File: config.mk
export PLATFORM = sky130hd
export DESIGN_NAME = frame_sync_aligner
export DESIGN_NICKNAME = d
export VERILOG_FILES = /design/src/rtl/frame_sync_aligner.sv
export SDC_FILE = /design/constraint.sdc
export NUM_CORES = 1
export LEC_CHECK = 0
export BUFFER_PORTS_ARGS = -buffer_cell sky130_fd_sc_hd__buf_2
export CAP_MARGIN = 20
export CORE_MARGIN = 3
export CORE_UTILIZATION = 45
export CTS_BUF_LIST = sky130_fd_sc_hd__clkbuf_8
export DETAILED_ROUTE_END_ITERATION = 10
export PLACE_DENSITY = 0.66
export SYNTH_ARGS = -nofsm -noshare
export SYNTH_HDL_FRONTEND = slang
export SYNTH_SLANG_ARGS = --single-unit
File: constraint.sdc
create_clock -name clock -period 2.6 [get_ports clock]
set_input_delay 0.13 -clock clock [delete_from_list [all_inputs] [get_ports clock]]
set_output_delay 0.13 -clock clock [all_outputs]
set_load 0.03 [all_outputs]
File: src/rtl/frame_sync_aligner.sv
// Frame aligner in the fast serial clock domain: locks a frame-phase counter to the VFAT
// start-of-frame line, deserialises each DDR pin into words and tracks loss of lock.
module frame_sync_aligner #(
  parameter int unsigned MXIO      = 8,
  parameter int unsigned WORD_SIZE = 8,
  parameter int unsigned MXSBITS   = MXIO * WORD_SIZE,
  parameter int unsigned MXSTABLE  = 16,
  parameter int unsigned MXBAD     = 4
) (
  input  logic               clock,
  input  logic               reset_n,
  input  logic [MXIO-1:0]    d0,
  input  logic [MXIO-1:0]    d1,
  input  logic               start_of_frame,
  input  logic               mask,
  input  logic               clear_i,
  output logic [MXSBITS-1:0] sbits,
  output logic               sbits_valid,
  output logic               locked,
  output logic               sof_unstable,
  output logic [7:0]         unlock_count,
  output logic [1:0]         state
);

  localparam int unsigned FRAME_CYC = WORD_SIZE / 2;
  localparam int unsigned CntW      = (FRAME_CYC > 1) ? $clog2(FRAME_CYC) : 1;
  localparam int unsigned GoodW     = $clog2(MXSTABLE + 1);
  localparam int unsigned BadW      = $clog2(MXBAD + 1);

  localparam logic [CntW-1:0]  LastPhase = CntW'(FRAME_CYC - 1);
  localparam logic [GoodW-1:0] GoodLast  = GoodW'(MXSTABLE - 1);
  localparam logic [BadW-1:0]  BadLast   = BadW'(MXBAD - 1);

  typedef enum logic [1:0] {
    StSearch = 2'd0,
    StVerify = 2'd1,
    StLocked = 2'd2
  } state_e;

  logic [MXIO-1:0]    r_d0;
  logic [MXIO-1:0]    r_d1;
  logic               r_sof;
  logic               r_sof_h1;
  logic               r_sof_h2;
  logic [CntW-1:0]    r_frame_cnt;
  state_e             r_state;
  logic [GoodW-1:0]   r_good_cnt;
  logic [BadW-1:0]    r_bad_cnt;
  logic [MXSBITS-1:0] r_sreg;
  logic [MXSBITS-1:0] r_sbits;
  logic               r_valid;
  logic               r_unstable;
  logic [7:0]         r_unlock_cnt;

  logic       w_sof_edge;
  logic       w_phase0;
  logic       w_good;
  logic       w_bad;
  logic       w_locked;
  logic       w_unlock;
  logic       w_emit;
  logic [7:0] w_cnt_base;
  logic [7:0] w_cnt_inc;

  // Two low samples must precede the high, so an inverted or swapped SOF never forms an edge.
  assign w_sof_edge = r_sof & ~r_sof_h1 & ~r_sof_h2;
  assign w_phase0   = (r_frame_cnt == '0);
  assign w_good     = w_sof_edge & w_phase0;
  assign w_bad      = w_sof_edge ^ w_phase0;
  assign w_locked   = (r_state == StLocked);
  assign w_unlock   = w_locked & w_bad & (r_bad_cnt == BadLast);
  assign w_emit     = w_locked & ~mask;

  assign w_cnt_base = clear_i ? 8'd0 : r_unlock_cnt;
  assign w_cnt_inc  = (w_cnt_base == 8'hFF) ? 8'hFF : w_cnt_base + 8'd1;

  always_ff @(posedge clock or negedge reset_n) begin
    if (!reset_n) begin
      r_d0     <= '0;
      r_d1     <= '0;
      r_sof    <= 1'b0;
      r_sof_h1 <= 1'b1;
      r_sof_h2 <= 1'b1;
    end else begin
      r_d0     <= d0;
      r_d1     <= d1;
      r_sof    <= start_of_frame;
      r_sof_h1 <= r_sof;
      r_sof_h2 <= r_sof_h1;
    end
  end

  // The earlier bit of each pair lands above the later one, so the first bit ends in the MSB.
  always_ff @(posedge clock or negedge reset_n) begin
    if (!reset_n) begin
      r_sreg <= '0;
    end else begin
      for (int p = 0; p < MXIO; p++) begin
        r_sreg[p*WORD_SIZE +: WORD_SIZE] <=
            {r_sreg[p*WORD_SIZE +: WORD_SIZE-2], r_d0[p], r_d1[p]};
      end
    end
  end

  always_ff @(posedge clock or negedge reset_n) begin
    if (!reset_n) begin
      r_state     <= StSearch;
      r_frame_cnt <= '0;
      r_good_cnt  <= '0;
      r_bad_cnt   <= '0;
    end else begin
      if (r_frame_cnt == LastPhase) begin
        r_frame_cnt <= '0;
      end else begin
        r_frame_cnt <= r_frame_cnt + 1'b1;
      end

      unique case (r_state)
        StSearch: begin
          // The edge cycle itself is phase 0.
          if (w_sof_edge) begin
            r_frame_cnt <= CntW'(1);
            r_good_cnt  <= '0;
            r_state     <= StVerify;
          end
        end
        StVerify: begin
          if (w_good) begin
            if (r_good_cnt == GoodLast) begin
              r_bad_cnt <= '0;
              r_state   <= StLocked;
            end else begin
              r_good_cnt <= r_good_cnt + 1'b1;
            end
          end else if (w_bad) begin
            r_state <= StSearch;
          end
        end
        StLocked: begin
          if (w_good) begin
            r_bad_cnt <= '0;
          end else if (w_bad) begin
            if (r_bad_cnt == BadLast) begin
              r_state <= StSearch;
            end else begin
              r_bad_cnt <= r_bad_cnt + 1'b1;
            end
          end
        end
        default: r_state <= StSearch;
      endcase
    end
  end

  always_ff @(posedge clock or negedge reset_n) begin
    if (!reset_n) begin
      r_unstable   <= 1'b0;
      r_unlock_cnt <= '0;
    end else if (w_unlock) begin
      r_unstable   <= 1'b1;
      r_unlock_cnt <= w_cnt_inc;
    end else if (clear_i) begin
      r_unstable   <= 1'b0;
      r_unlock_cnt <= '0;
    end
  end

  // At phase 0 the shift register holds the whole previous frame.
  always_ff @(posedge clock or negedge reset_n) begin
    if (!reset_n) begin
      r_sbits <= '0;
      r_valid <= 1'b0;
    end else if (w_phase0) begin
      r_sbits <= w_emit ? r_sreg : '0;
      r_valid <= w_emit;
    end else begin
      r_valid <= 1'b0;
    end
  end

  assign sbits        = r_sbits;
  assign sbits_valid  = r_valid;
  assign locked       = w_locked;
  assign sof_unstable = r_unstable;
  assign unlock_count = r_unlock_cnt;
  assign state        = r_state;

endmodule

==> summary.md <==
| Metric | Value |
|---|---|
| Ant diodes | `0` |
| GPL Wtd Cong | `0.780` |
| Hold Crit Class | `in -> reg` |
| Post-synthesis cell type count | `47` |
| Stages on worst setup path | `7` |
| Post-synth ARST share | `100%` |
| Avg Inst Size Synth | `15.9 µm²` |
| Met1 wire length | `4720 µm` |
| Reg2reg path depth | `7` |
| Port Buffers | `97` |
| Sequential Power Share | `52.3%` |
| Slowest stage delay, CP | `0.53 ns` |
| Routed WL | `10,300 µm` |
| Clock Tree Root | `clkbuf_8` |
| Max_cap viols | `0` |
| Starting DRC count in detailed routing | `203` |
| Syn Nets | `386` |
| Tcrit/Tclk final | `86.4%` |
| Post-synthesis cell count | `353` |
| Most frequent cells in the layout | `dfrtp_1 (167), buf_2 (96), a22o_1 (66)` |
| Overall power | `5.35 mW` |
| Top Family by Delay on Critical Path | `simple AND/OR/NAND/NOR gates` |
| Drt drc | `0` |
| Hold depth | `3` |
| Synth-to-Final Area Change | `23.4%` |
| CTS Sinks | `169` |
| Design area | `0.00694 mm²` |
| Rows | `40` |
| VDD IR max | `488 µV` |
| Ports | `98` |
| Commonest non-fill, non-tap cell in the layout | `dfrtp_1` |
| CORE AREA | `0.0121 mm²` |
| Worst path bufs/invs | `1` |
| Final hold violations | `0` |
| First-pass GRT wire length | `17,300 µm` |
| Post-synth EDFFs | `0` |
| Post-route ant nets | `0` |
| Max Used Layer | `met4` |
| Seq/Total Area, Yosys | `75.2%` |
| Router iterations before antenna repair | `5` |
| Cell Area, Synth | `0.00563 mm²` |
| Vias in the first global route | `3,451` |
| Switching power | `1.41 mW` |
| Syn. warnings | `0` |
| P per Cell Area | `770 mW/mm²` |
| Synth Flop Type | `dfrtp_1` |
| Skew final | `0.0115 ns` |
| Largest net degree at the start of global routing | `86` |
| Clk pin slew, worst setup/hold paths | `0.08 ns` |
| FF-to-FF setup slack | `0.35 ns` |
| CP Max Fanout | `8` |
| Area after DPL | `0.00633 mm²` |
| Pint | `3.93 mW` |
| Fin. max-slew vios | `0` |
| Chip width | `118 µm` |
| Setup bufs post-CTS | `0` |
| Clk buf depth | `2` |
| NumNets Final | `513` |
| Slew headroom | `50.0%` |
| CP Class | `reg -> reg` |
| R2R Path End | `unlock_count[7]` |
| #FFs+latches synth | `169` |
| Starting Density | `46.4%` |
| Hold path start | `mask` |
| GR Util All Layers | `15.6%` |
| Slew @ Worst Pin | `0.750 ns` |
| # H-tree levels | `4` |
| Slowest-stage cell, CP | `dfstp_2` |
| Initial antenna violation count | `0` |
| Clock power share | `36.3%` |
| CTS tree | `built` |
| Fraction of layout cells with a size suffix above 1 | `30.9%` |
| Metal3 WL | `480 µm` |
| Final setup viols | `0` |
| Routed WL per cell | `15.6 µm` |
| Leakage power | `3.51 nW` |
| Post-layout util | `57.3%` |
| Comb pwr share | `11.5%` |
| Endpoint, Worst Hold | `sbits_valid` |
| RSZ-0062 raised after global routing | `false` |
| Critical path cell sequence | `or3b_4 > clkinv_2 > ha_1 > nand3_4 > or3_4 > a2111oi_4 > nor3_2` |
| Worst setup EP type | `flop` |
| RR Startpoint | `r_sof_h1` |
| Area of the die | `0.0139 mm²` |
| Worst Path Required | `2.92 ns` |
| Die Ht | `118 µm` |
| Via density | `5.06` |
| Worst skew pair latency | `0.43 ns` |
| Vias | `3,338` |
| Worst EP arrival | `2.56 ns` |
| GRT overflow | `0` |
| Hpwl dp | `6360 µm` |
| Tmin final | `2.25 ns` |
| Fin Setup TNS | `0 ns` |
| TritonCTS buffer count | `17` |
| Critical path startpoint category | `flop` |
| Max Clk Rate | `445 MHz` |
| Switch share | `26.5%` |
| Wire length on met2 | `4840 µm` |
| Status | `completed` |
power groups by stage:
stage	clock [mW]	combinational (mW)	sequential [mW]
after detailed placement	0	0.592	2.85
after floorplan	0	0.376	2.85
after global placement	0	0.572	2.84
after CTS	2.00	0.619	2.79
after global routing	2.12	0.697	2.81
final	1.94	0.613	2.79
layout make-up:
cell class                      instances  area [µm²]
Clock buffer                           19         262
Clock inverter                         12         161
Fill cell                            1004        5170
Inverter                               12        46.3
Multi-Input combinational cell        158        1290
Sequential cell                       169        4230
Tap cell                              168         210
Timing Repair Buffer                  122         739
per-stage QoR:
step                hold WS (ns)  setup slack [ns]  std cells
global route              0.0281             0.251        660
detailed placement         0.233             0.388        610
finish                    0.0561             0.355        660
CTS                       0.0163             0.363        660
floorplan                 -0.166             0.467        353
global placement           0.225             0.446        610
worst max path at each step:
stage	from	endpoint	slack [ns]
after floorplan	state[0]	unlock_count[7]	0.47
after global placement	r_sof_h1	unlock_count[7]	0.45
after detailed placement	r_sof_h1	unlock_count[7]	0.39
after CTS	r_sof_h1	unlock_count[7]	0.36
after global routing	r_sof_h1	unlock_count[7]	0.25
final	r_sof_h1	unlock_count[7]	0.35
cells by family after synthesis:
group / count (synthesis) / synth area share [%]
buffers and inverters: 26 / 1.89
muxes: 3 / 0.578
DFF: 169 / 75.2
adders and majority gates: 12 / 2.67
and+or+nand+nor: 47 / 5.40
AOI/OAI and AO/OA: 96 / 14.2
state kept, by name, indices dropped and copies added (netlist names):
register / count
r_bad_cnt: 3
r_d0: 8
r_d1: 8
r_frame_cnt: 2
r_good_cnt: 5
r_sof: 1
r_sof_h1: 1
r_sof_h2: 1
r_sreg: 64
sbits: 64
sbits_valid: 1
sof_unstable: 1
state: 2
unlock_count: 8
what timing repair did:
item | in CTS | in global routing
endpoints found under the hold margin | 99 | 0
gates resized for setup | 0 | 0
hold buffers | 19 | 0
setup endpoints to repair | 0 | 0
per-layer routing:
metal | track usage (%) | up-vias
li1 | - | 1535
met1 | 20.3 | 1702
met2 | 23.9 | 78
met3 | 5.19 | 23
met4 | 7.47 | 0
met5 | 0 | -
worst reg2reg max path, cell delays in order (launching register included):
cell and delay, ns:
dfstp_2 0.53, or3b_4 0.14, clkinv_2 0.13, ha_1 0.41
nand3_4 0.12, or3_4 0.43, a2111oi_4 0.30, nor3_2 0.06
synth_stat cells, types with 2 or more instances:
master      n  share of area, %
mux2_2      2              0.40
nor2b_1     6              0.67
a41oi_1     2              0.31
a22o_1     66                10
and3_2      2              0.27
o21ai_0     8              0.71
and3b_1     2              0.31
buf_2       6              0.53
ha_1       12               2.7
a311oi_1    2              0.31
a21oi_1     5              0.44
nand4_1     2              0.22
inv_1      11              0.73
dfstp_2     2              0.93
nand2_1    11              0.73
nor3_2      2              0.36
and3_1      3              0.33
o31ai_1     2              0.27
dfrtp_1   167                74
nand2b_1    4              0.44
clkbuf_1    8              0.53
nor2_1      3              0.20
No activity file was read; power rests on OpenSTA's default activity.
